--- config.mk ---
export PLATFORM = sky130hd
export DESIGN_NAME = wr1_port_arbiter
export DESIGN_NICKNAME = d
export VERILOG_FILES = /design/src/rtl/wr1_port_arbiter.sv
export SDC_FILE = /design/constraint.sdc
export NUM_CORES = 1
export LEC_CHECK = 0
export CAP_MARGIN = 20
export CORE_MARGIN = 8
export CORE_UTILIZATION = 45
export CTS_CLUSTER_DIAMETER = 40
export DETAILED_ROUTE_END_ITERATION = 10
export HOLD_SLACK_MARGIN = 0.02
export PLACE_DENSITY = 0.69
export SLEW_MARGIN = 20
export SYNTH_ARGS = -nofsm -noshare
export SYNTH_HDL_FRONTEND = slang
export SYNTH_SLANG_ARGS = --single-unit
--- constraint.sdc ---
create_clock -name clk -period 9.3 [get_ports clk]
set_input_delay 0.93 -clock clk [delete_from_list [all_inputs] [get_ports clk]]
set_output_delay 0.93 -clock clk [all_outputs]
set_load 0.05 [all_outputs]
--- src/rtl/wr1_port_arbiter.sv ---
// rtl/wr1_port_arbiter.sv - two-requester (ALU/LSU) round-robin arbiter onto the wide register-file write port
module wr1_port_arbiter #(
    parameter int FIFO_DEPTH = 2
) (
    input  logic         clk,
    input  logic         rst,
    input  logic         alu_wr_valid,
    output logic         alu_wr_ready,
    input  logic [9:0]   alu_wr_addr,
    input  logic [3:0]   alu_wr_en,
    input  logic [127:0] alu_wr_data,
    input  logic         lsu_wr_valid,
    output logic         lsu_wr_ready,
    input  logic [9:0]   lsu_wr_addr,
    input  logic [3:0]   lsu_wr_en,
    input  logic [127:0] lsu_wr_data,
    output logic [9:0]   wr1_addr,
    output logic [3:0]   wr1_en,
    output logic [127:0] wr1_data,
    output logic         bad_en,
    output logic         idle
);
    // Pointers are single-bit, so the queue depth is fixed at two entries.
    localparam logic [1:0] DEPTH = 2'(FIFO_DEPTH);

    typedef logic [141:0] entry_t;

    entry_t     alu_mem [2];
    entry_t     lsu_mem [2];
    logic       alu_wp, alu_rp, lsu_wp, lsu_rp;
    logic [1:0] alu_cnt, lsu_cnt;
    logic       last_lsu;
    logic       alu_acc, lsu_acc, alu_push, lsu_push, alu_pop, lsu_pop, any_bad;
    entry_t     head;

    function automatic logic en_legal(input logic [3:0] en);
        return (en == 4'b0001) || (en == 4'b0011) || (en == 4'b1111);
    endfunction

    assign alu_wr_ready = !rst && (alu_cnt < DEPTH);
    assign lsu_wr_ready = !rst && (lsu_cnt < DEPTH);

    assign alu_acc  = alu_wr_valid && alu_wr_ready;
    assign lsu_acc  = lsu_wr_valid && lsu_wr_ready;
    // Enable 0000 is accepted but never queued; it simply vanishes.
    assign alu_push = alu_acc && en_legal(alu_wr_en);
    assign lsu_push = lsu_acc && en_legal(lsu_wr_en);
    assign any_bad  = (alu_acc && !en_legal(alu_wr_en) && (alu_wr_en != 4'b0000)) ||
                      (lsu_acc && !en_legal(lsu_wr_en) && (lsu_wr_en != 4'b0000));

    // ALU wins when alone or when LSU had the previous grant.
    assign alu_pop = (alu_cnt != 2'd0) && ((lsu_cnt == 2'd0) || last_lsu);
    assign lsu_pop = (lsu_cnt != 2'd0) && !alu_pop;
    assign head    = alu_pop ? alu_mem[alu_rp] : lsu_mem[lsu_rp];

    assign idle = (alu_cnt == 2'd0) && (lsu_cnt == 2'd0) && (wr1_en == 4'b0000);

    always_ff @(posedge clk) begin
        if (alu_push) alu_mem[alu_wp] <= {alu_wr_addr, alu_wr_en, alu_wr_data};
        if (lsu_push) lsu_mem[lsu_wp] <= {lsu_wr_addr, lsu_wr_en, lsu_wr_data};
    end

    always_ff @(posedge clk) begin
        if (rst) begin
            alu_wp   <= 1'b0;
            alu_rp   <= 1'b0;
            alu_cnt  <= 2'd0;
            lsu_wp   <= 1'b0;
            lsu_rp   <= 1'b0;
            lsu_cnt  <= 2'd0;
            last_lsu <= 1'b1;
            wr1_addr <= 10'd0;
            wr1_en   <= 4'b0000;
            wr1_data <= 128'd0;
            bad_en   <= 1'b0;
        end else begin
            if (alu_push) alu_wp <= ~alu_wp;
            if (alu_pop)  alu_rp <= ~alu_rp;
            if (lsu_push) lsu_wp <= ~lsu_wp;
            if (lsu_pop)  lsu_rp <= ~lsu_rp;
            alu_cnt <= alu_cnt + 2'(alu_push) - 2'(alu_pop);
            lsu_cnt <= lsu_cnt + 2'(lsu_push) - 2'(lsu_pop);
            bad_en  <= any_bad;
            if (alu_pop || lsu_pop) begin
                last_lsu <= lsu_pop;
                wr1_addr <= head[141:132];
                wr1_en   <= head[131:128];
                wr1_data <= head[127:0];
            end else begin
                wr1_en <= 4'b0000;
            end
        end
    end
endmodule

**Word-level counts from Yosys, hierarchy flattened**

Memory sizes are Yosys's and may differ from the RTL's. A register that Yosys moved wholly into a read port is not among the register bits.
Cells that the tools add are included.

- Flip-flop bits (word level): 152
- Bits in writable memories: 568
- Input port bits: 288
- Output and inout port bits: 146
- Memories: 2

Memories:

| name | depth | bits a word | rd ports | clocked after memory_dff | wr ports | line | RTL |
|---|---|---|---|---|---|---|---|
| alu_mem | 2 | 142 | 1 | 1 | 1 | 28 | `entry_t alu_mem [2];` |
| lsu_mem | 2 | 142 | 1 | 1 | 1 | 29 | `entry_t lsu_mem [2];` |

- Add/sub/neg operators: 4
- Order comparisons: 2
- Eq/ne operators: 6
- Mux-type cells: 9
- Bitwise gates (word level): 5
- Reduce and logical (&&, ||, !) cells: 33

Operators with widths:

| operator | number |
|---|---|
| two-way mux 142 bit | 1 |
| logical AND 1 bit | 14 |
| == test 4 x 1 -> 1 bit (second input constant) | 2 |
| == test 4 x 2 -> 1 bit (second input constant) | 2 |
| == test 4 bit (second input constant) | 2 |
| two-way mux 1 bit | 8 |
| nonzero test 4 bit | 2 |
| logical OR 1 bit | 7 |
| NOT 1 bit | 5 |
| adder 2 x 1 -> 2 bit | 2 |
| zero test 1 bit | 4 |
| zero test 2 bit | 2 |
| zero test 4 bit | 1 |
| less-than comparator 2 bit (second input constant) | 2 |
| nonzero test 2 bit | 2 |
| subtractor 2 x 1 -> 2 bit | 2 |
| OR reduction 2 bit | 1 |

**Logic depth before layout (Yosys ltp)**

Gate-level depths: netlist of run 1.

- Depth in word-level cells: 8
- Mapped depth: 9
- Gate-level depth less buffers: 8

**Least setup slack after synthesis of run 1**

No wires, ideal clock.

- Path kind: in2reg
- Start: input port rst
- End: memory alu_mem[0][0] (netlist name) (enable)
- Setup time: 0.645 ns
- Arrival time: 8.247 ns
- Data required time: 8.655 ns
- Slack: 0.407 ns
- Stages: 4
- Buffers on the path: 1
- Cells stage by stage: clkbuf_1 > nor2_1 > o2111ai_1 > nor2_1

- Cells in the longest elaborated chain, start to end: 6

Ends and longest elaborated chain:

| item | line | RTL |
|---|---|---|
| start: declaration | 6 | `input logic rst,` |
| zero test 1 bit | 40 | `assign alu_wr_ready = !rst && (alu_cnt < DEPTH);` |
| logical AND 1 bit | 40 |  |
| via alu_wr_ready | 8 | `output logic alu_wr_ready,` |
| logical AND 1 bit | 43 | `assign alu_acc = alu_wr_valid && alu_wr_ready;` |
| logical AND 1 bit | 46 | `assign alu_push = alu_acc && en_legal(alu_wr_en);` |
| two-way mux 1 bit | 59 | `if (alu_push) alu_mem[alu_wp] <= {alu_wr_addr, alu_wr_en, alu_wr_data};` |
| two-way mux 1 bit (implied by the code) | 59 |  |
| end: declaration | 28 |  |

The timed path passes the listed nets, and every way through them passes these cells.

**Worst setup path in the final report of run 1**

- Start: input port rst
- End: memory alu_mem[0][81] (netlist name) (enable)

- Cells in the longest elaborated chain, start to end: 6

Ends and longest elaborated chain:

| item | line |
|---|---|
| zero test 1 bit | 40 |
| logical AND 1 bit | 40 |
| logical AND 1 bit | 43 |
| logical AND 1 bit | 46 |
| two-way mux 1 bit | 59 |
| two-way mux 1 bit (implied by the code) | 59 |

No other way between the ends.

==> results_dict.tcl, run 1 <==
set metrics [dict create \
    outcome "complete, no violations" \
    crit_required_ns 9.54 \
    cp_max_fo 92 \
    drive_above_1_share_pct 8.635 \
    die_width_um 258.2 \
    whs_path_depth 2 \
    synth_cell_types 34 \
    setup_ws_ns 5.322 \
    slew_violations 0 \
    start_util_pct 45.65 \
    period_share_pct 42.77 \
    start_kind "input pin" \
    place_ws_ns 4.713 \
    final_cell_mix "edfxtp_1, clkdlybuf4s50_1, mux2i_1" \
    synth_edf_count 568 \
    cap_violations 0 \
    final_antenna_net_count 0 \
    grt_pass1_vias 16786 \
    rsz0062_at_grt "no" \
    dr.pass1.iters 6 \
    path_clk_slew_ns 0.06 \
    ys_async_sr_fraction_pct 0 \
    grtUsageTotal_pct 19.47 \
    grt_pass1_wl_mm 100.5 \
    endpoint_kind "flip-flop" \
    period_needed_ns 3.978 \
    die_h_um 258.2 \
    fin_worst_skew_ns 0.03152 \
    cts_root_buffer "clkbuf_16" \
    htreeDepth 3 \
    area_growth_pct 30.60 \
    dr.first_iter.drc_count 1060 \
    r2r_cells 5 \
    die-area_mm2 0.06665 \
    wire_per_inst_um 22.90 \
    nets 2368 \
    gp_congestion 0.7675 \
    post-cts-setup-buffer-count 0 \
    final_common_cell "edfxtp_1" \
    cts_buffers 91 \
    syn_area_mm2 0.02639 \
    power_leakage_nw 11.26 \
    synth_flop_cell "edfxtp_1" \
    design.core.area_mm2 0.05781 \
    worstMarginPinSlew_ns 1.127 \
    slowest_delay_ns 0.88 \
    clk_latency_ns 0.63 \
    crit_type "input pin to flip-flop" \
    cts_resized 0 \
    clockBufferDepth 3 \
    crit_chain "buf_6 > nor2_1 > o2111ai_1 > nor2_4 > buf_4 > buf_4" \
    tns_ns 0 \
    finalSetupViolCount 0 \
    dp_hpwl_mm 40.17 \
    hold_viol 0 \
    ys_warn_count 0 \
    cpMostUsedCell "buf_4" \
    arrival_ns 4.22 \
    cts.sink_count 722 \
    grt_max_degree 147 \
    cts_hold_buffers 0 \
    peakVddDrop_mv 0.3453 \
    drc 0 \
    avgViaCountPerCell 5.404 \
    ys_ff_latch 722 \
    hold_path_class "flip-flop to flip-flop" \
    cts_tree "done" \
    numPortBuffers 433 \
    grt_overflow 0 \
    ys_seq_area_share_pct 76.31 \
    max_freq_mhz 251.4 \
    slew_headroom_pct 24.84 \
    avgSynthCellArea_um2 16.05 \
    slowest_stage "buf_4" \
    rows 88 \
    postSynthCellCount 1644 \
    synth.net_count 1935 \
    finalWirelength_mm 66.96 \
    antenna_found_initial 9 \
    power_density_mw_per_mm2 333.9 \
    io_pins 434 \
    num_vias 15802 \
]
cell type report:
| cell class | count | area, um^2 |
|---|---|---|
| well taps | 765 | 957.2 |
| clock buffers | 106 | 2405 |
| flip-flops and latches | 722 | 20150 |
| repair buffers | 450 | 4488 |
| multi-input cells | 808 | 5763 |
| inverters | 4 | 15.01 |
| clock inverters | 64 | 679.4 |
| fillers | 4325 | 23340 |
| diodes | 5 | 12.51 |
registers in the layout, summed over array words and instances, names as in the netlist, 2 cells and up, named ones only:
| register | flops |
|---|---|
| alu_mem | 284 |
| lsu_mem | 284 |
| wr1_data | 128 |
| wr1_addr | 10 |
| wr1_en | 4 |
| alu_cnt | 2 |
| lsu_cnt | 2 |
final timing paths:
path / endpoint / slack [ns] / start
worst max-delay path: alu_mem[0][81] / 5.32 / rst
worst min-delay path: wr1_data[19] / 0.45 / wr1_data[19]
worst max register to register: alu_mem[0][81] / 5.77 / alu_cnt[1]
worst min register to register: wr1_data[19] / 0.45 / wr1_data[19]
through the flow:
step | cell area [um^2] | utilization [%] | cells | hold slack [ns] | total power [mW]
2_1_floorplan | 26390 | - | 1644 | 0.4813 | 6.781
3_3_place_gp | 31370 | 54.27 | 2749 | 0.4439 | 8.031
3_5_place_dp | 31370 | 54.27 | 2749 | 0.4475 | 8.083
4_1_cts | 34450 | 59.60 | 2919 | 0.4537 | 11.61
5_1_grt | 34460 | 59.61 | 2920 | 0.4710 | 11.99
6_report | 34470 | 59.63 | 2924 | 0.4523 | 11.51
metal layers:
metal | up-vias | GRT usage [%] | routed length [um]
met5 | - | 0 | 34
met4 | 8 | 5.827 | 1264
met3 | 87 | 4.915 | 4792
met2 | 578 | 33.00 | 33410
met1 | 7883 | 24.55 | 27460
li1 | 7246 | - | -
cells by family (layout without fill, tap and decap cells):
group | count (synthesis) | after routing | synth area share (%)
buffers and inverters | 114 | 624 | 2.029
flip-flops | 722 | 722 | 76.31
other | 0 | 5 | 0
multiplexers | 186 | 186 | 7.055
AO/OA/AOI/OAI | 293 | 293 | 8.122
AND/OR/NAND/NOR | 318 | 318 | 6.073
adder cells (fa/ha/maj) | 3 | 3 | 0.1422
XOR/XNOR | 8 | 8 | 0.2655
synthesized netlist by cell type (2+ instances only):
master	instances	area, um^2
edfxtp_1	568	17060
mux2i_1	186	1862
dfxtp_1	154	3083
nor2b_1	100	625.6
nand2_1	94	352.8
a21oi_1	93	465.5
o22a_1	91	797.0
nor2_1	65	244.0
buf_2	59	295.3
a2111oi_0	51	446.7
a211oi_1	51	382.9
nor4_1	47	294.0
clkbuf_1	42	157.7
buf_4	7	52.55
xnor2_1	6	52.55
and3_1	3	18.77
ha_1	3	37.54
inv_1	3	11.26
nand4_1	2	12.51
nor3_1	2	10.01
o2111ai_1	2	17.52
o21ai_0	2	10.01
xor2_1	2	17.52
critical path, delay by kind of cell:
family / cells / cell delay, ns
buf+inv: 3 / 2.02
simple gates: 2 / 0.62
compound gates: 1 / 0.39
power breakdown:
| part | switching [mW] | internal (mW) |
|---|---|---|
| Clock | 1.39 | 2.11 |
| Combinational | 2.53 | 1.35 |
| Sequential | 0.298 | 3.82 |
| Total | 4.22 | 7.29 |
No activity file was read; power rests on OpenSTA's default activity.
==> run 2, diff against run 1 <==
==> constraint.sdc (replaced) <==
create_clock -name clk -period 4.1 [get_ports clk]
set_input_delay 0.41 -clock clk [delete_from_list [all_inputs] [get_ports clk]]
set_output_delay 0.41 -clock clk [all_outputs]
set_load 0.05 [all_outputs]
==> results_dict.tcl, run 2 (synthesized netlist as in run 1, its figures left out) <==
set metrics [dict create \
    outcome "complete, no violations" \
    htreeDepth 3 \
    whs_path_depth 2 \
    peakVddDrop_mv 0.9384 \
    max_freq_mhz 303.7 \
    cts_hold_buffers 0 \
    io_pins 434 \
    final_cell_mix "edfxtp_1, clkdlybuf4s50_1, mux2i_1" \
    slew_violations 0 \
    period_share_pct 80.30 \
    dr.first_iter.drc_count 1097 \
    hold_viol 0 \
    power_density_mw_per_mm2 759.3 \
    place_ws_ns 1.276 \
    final_common_cell "edfxtp_1" \
    cts.sink_count 722 \
    area_growth_pct 31.66 \
    r2r_cells 8 \
    rsz0062_at_grt "no" \
    period_needed_ns 3.292 \
    fin_worst_skew_ns 0.02312 \
    worstMarginPinSlew_ns 1.020 \
    start_kind "flip-flop" \
    clk_latency_ns 0.63 \
    grt_pass1_vias 16713 \
    gp_congestion 0.7586 \
    r2r-start "lsu_cnt[1]" \
    layout_top_registers "alu_mem x284, lsu_mem x284, wr1_data x128" \
    endpoint_kind "output pin" \
    power_leakage_nw 11.34 \
    slowest_stage "clkdlybuf4s50_1" \
    dp_hpwl_mm 41.63 \
    cts_tree "done" \
    cp_num_buf_inv 1 \
    clockBufferDepth 3 \
    grt_max_degree 139 \
    design.core.area_mm2 0.05781 \
    start_util_pct 45.65 \
    crit_required_ns 3.69 \
    cts_resized 0 \
    cts_buffers 92 \
    arrival_ns 2.88 \
    n_fill_cell 4307 \
    grtUsageTotal_pct 19.66 \
    num_vias 15838 \
    wire_per_inst_um 23.09 \
    post-cts-setup-buffer-count 0 \
    slowest_delay_ns 0.92 \
    hold_path_class "input pin to flip-flop" \
    finalWirelength_mm 67.64 \
    hold_start "rst" \
    cap_violations 0 \
    final_antenna_net_count 0 \
    drc 0 \
    grt_pass1_wl_mm 100.5 \
    min_to "alu_cnt[1]" \
    die-area_mm2 0.06665 \
    dr.pass1.iters 5 \
    grt_overflow 0 \
    setup_ws_ns 0.8076 \
    rows 88 \
    r2r_end "alu_cnt[1]" \
    crit_type "flip-flop to output pin" \
    path_clk_slew_ns 0.06 \
    cts_root_buffer "clkbuf_16" \
    nets 2372 \
    die_width_um 258.2 \
    drive_above_1_share_pct 9.024 \
    numPortBuffers 433 \
    die_h_um 258.2 \
    antenna_found_initial 3 \
    tns_ns 0 \
    crit_chain "or4_1 > nor2_1 > clkdlybuf4s50_1" \
    finalSetupViolCount 0 \
    slew_headroom_pct 31.97 \
    rrSetupSlack_ns 1.60 \
    cpLargestDelayFamily "simple AND/OR/NAND/NOR gates" \
    avgViaCountPerCell 5.407 \
    cp_max_fo 2 \
]
==> run 2: changes by cell type in the layout (fill, tap and decap cells not counted), moves of 3 or more <==
cell | previous run | this run
buf_12 | 2 | 12
clkinv_8 | 2 | 7
buf_4 | 15 | 8
clkbuf_16 | 92 | 95
clkinv_2 | 12 | 6
a2111oi_0 | 51 | 48
clkinv_4 | 8 | 12
a2111oi_1 | 0 | 3
==> run 2: layer usage <==
metal  track usage [%]  wire (um)  share of wire [%]  vias to the layer above
li1                  -          -                  -                     7253
met1             24.90      27740                 41                     7940
met2             33.13      33670                 50                      556
met4             6.140       1277                1.9                        2
met5                 0         13              0.019                        -
met3             4.915       4939                7.3                       87
==> run 2: layout make-up <==
class                   count  area (um^2)  share of cell area [%]
flip-flops and latches    722        20150                   57.98
well taps                 765        957.2                   2.755
multi-input cells         808         5777                   16.63
repair buffers            453         4636                   13.34
diodes                      3        7.507                 0.02161
inverters                   4        15.01                 0.04321
clock inverters            66        740.7                   2.132
clock buffers             108         2466                   7.098
==> run 2: where the power goes <==
group / switching, mW / internal [mW]
Combinational: 5.82 / 3.11
Sequential: 0.663 / 8.66
Clock: 3.20 / 4.93
==> run 2: worst max path at each step <==
stage,slack [ns],cells after the start,start,to
after floorplan,0.05,3,rst,lsu_mem[1][0]
after global placement,1.27,8,lsu_wr_en[2],lsu_cnt[1]
after detailed placement,1.28,8,lsu_wr_en[2],lsu_cnt[1]
after CTS,0.77,3,wr1_en[1],idle
after global routing,0.73,3,wr1_en[1],idle
final,0.81,3,wr1_en[1],idle
==> run 2: worst reg2reg max path: cells and delay by family, from the launching register on <==
family / cells / cell delay [ns]
buffers and inverters: 2 / 0.81
AOI/OAI and AO/OA: 1 / 0.10
adders and majority gates: 2 / 0.56
and+or+nand+nor: 2 / 0.36
DFF: 1 / 0.41
xor gates and xnor gates: 1 / 0.13
==> run 2: stage by stage <==
step / power (mW) / instances / hold WS [ns] / instance area (um^2) / util, %
detailed placement: 18.47 / 2752 / 0.4469 / 31530 / 54.55
global route: 27.50 / 2927 / 0.2991 / 34740 / 60.10
global placement: 18.35 / 2752 / 0.4430 / 31530 / 54.55
floorplan: 15.37 / 1644 / 0.4813 / 26430 / -
finish: 26.38 / 2929 / 0.2989 / 34750 / 60.11
CTS: 26.65 / 2926 / 0.2631 / 34740 / 60.10
==> run 3, diff against run 2 <==
==> constraint.sdc (replaced) <==
create_clock -name clk -period 3.4 [get_ports clk]
set_input_delay 0.34 -clock clk [delete_from_list [all_inputs] [get_ports clk]]
set_output_delay 0.34 -clock clk [all_outputs]
set_load 0.05 [all_outputs]
==> results_dict.tcl, run 3 (synthesized netlist as in run 1, its figures left out) <==
set metrics [dict create \
    outcome "complete, no violations" \
    whs_path_depth 2 \
    antenna_found_initial 6 \
    dp_cells 2769 \
    crit_required_ns 3.06 \
    dr.first_iter.drc_count 1062 \
    setup_ws_ns 0.5399 \
    total_power_mw 31.77 \
    nets 2388 \
    endpoint_kind "output pin" \
    crit_chain "or2_4 > nand2b_2 > nor2_1 > clkdlybuf4s50_1" \
    peakVddDrop_mv 0.7654 \
    cts_resized 0 \
    cp_max_fo 5 \
    grt_pass1_wl_mm 100.1 \
    clk_latency_ns 0.62 \
    die_h_um 258.2 \
    wire_per_inst_um 23.02 \
    finalWirelength_mm 67.72 \
    dr.pass1.iters 5 \
    drc 0 \
    power_density_mw_per_mm2 910.2 \
    dp_hpwl_mm 43.93 \
    path_clk_slew_ns 0.05 \
    final_common_cell "edfxtp_1" \
    gp_congestion 0.7861 \
    hold_start "rst" \
    tns_ns 0 \
    finalSetupViolCount 0 \
    fin_util_pct 60.39 \
    cts_tree "done" \
    crit_type "flip-flop to output pin" \
    grt_overflow 0 \
    io_pins 434 \
    arrival_ns 2.52 \
    post-cts-setup-buffer-count 0 \
    rsz0062_at_grt "no" \
    fin_worst_skew_ns 0.02006 \
    grt_max_degree 113 \
    clockBufferDepth 3 \
    drive_above_1_share_pct 9.752 \
    grt_pass1_vias 16679 \
    start_util_pct 45.65 \
    hold-worst-slack_ns 0.1930 \
    fin_cells 2942 \
    area_growth_pct 32.29 \
    slowest_delay_ns 0.95 \
    htreeDepth 3 \
    num_vias 15921 \
    die_width_um 258.2 \
    rrSetupSlack_ns 0.87 \
    start_kind "flip-flop" \
    slew_headroom_pct 30.73 \
    hold_viol 0 \
    r2r-start "lsu_cnt[1]" \
    cap_violations 0 \
    period_share_pct 84.12 \
    cts.sink_count 722 \
    dpl_cell_area_mm2 0.03176 \
    cts_root_buffer "clkbuf_16" \
    r2r_cells 6 \
    cts_hold_buffers 0 \
    slew_violations 0 \
    place_ws_ns 0.6496 \
    final_antenna_net_count 0 \
    min_to "lsu_wp" \
    period_needed_ns 2.860 \
    max_freq_mhz 349.6 \
    power_leakage_nw 11.44 \
    worstMarginPinSlew_ns 1.039 \
    cp_num_buf_inv 1 \
    cpLargestDelayFamily "buffers and inverters" \
    layout_top_registers "alu_mem x284, lsu_mem x284, wr1_data x128" \
    hold_path_class "input pin to flip-flop" \
    final_area_mm2 0.03491 \
    slowest_stage "clkdlybuf4s50_1" \
    r2r_end "wr1_data[96]" \
    final_cell_mix "edfxtp_1, clkdlybuf4s50_1, mux2i_1" \
    rows 88 \
    avgViaCountPerCell 5.412 \
    design.core.area_mm2 0.05781 \
    numPortBuffers 433 \
    die-area_mm2 0.06665 \
    grtUsageTotal_pct 19.64 \
    cts_buffers 91 \
]
-- run 3: changes by cell type in the layout (fill, tap and decap cells not counted), sizes merged --
cell,before,now
clkbuf,108,117
bufinv,8,7
clkinvlp,10,11
clkinv,31,25
buf,21,38
inv,21,14
-- run 3: area by class of cell --
class                      instances  area (um^2)
inverter                           4        15.01
antenna                            3        7.507
sequential                       722        20150
fill                            4262        22890
multi-input combinational        808         5813
tap                              765        957.2
clock inverter                    53        571.8
clock buffer                     117         2572
timing repair buffer             470         4826
-- run 3: per-layer routing --
metal / GRT usage (%) / vias up / part of all wire (%)
met3: 4.632 / 93 / 6.8
met5: 0 / - / 0.061
met1: 25.18 / 7950 / 41
li1: - / 7279 / -
met4: 7.186 / 6 / 2.4
met2: 32.47 / 593 / 49
-- run 3: worst reg2reg max path: cells and delay by family, from the launching register on --
| kind | cells | cell delay, ns |
|---|---|---|
| and+or+nand+nor | 2 | 0.23 |
| DFF | 1 | 0.46 |
| AOI/OAI and AO/OA | 2 | 1.20 |
| buffers and inverters | 2 | 0.49 |
-- run 3: how the worst max path moves through the flow --
| stage | start | to | cells after the start |
|---|---|---|---|
| CTS | alu_cnt[1] | idle | 4 |
| finish | alu_cnt[1] | idle | 4 |
| global placement | lsu_wr_en[3] | lsu_mem[0][114] | 5 |
| detailed placement | lsu_wr_en[3] | lsu_mem[0][26] | 5 |
| floorplan | rst | alu_mem[1][0] | 4 |
| global route | alu_cnt[1] | idle | 4 |
-- run 3: power by group --
group          leakage (nW)  switching (mW)  internal (mW)
logic                  3.53            7.04           3.82
registers              6.39           0.821           10.5
clock network          1.52            3.69           5.95
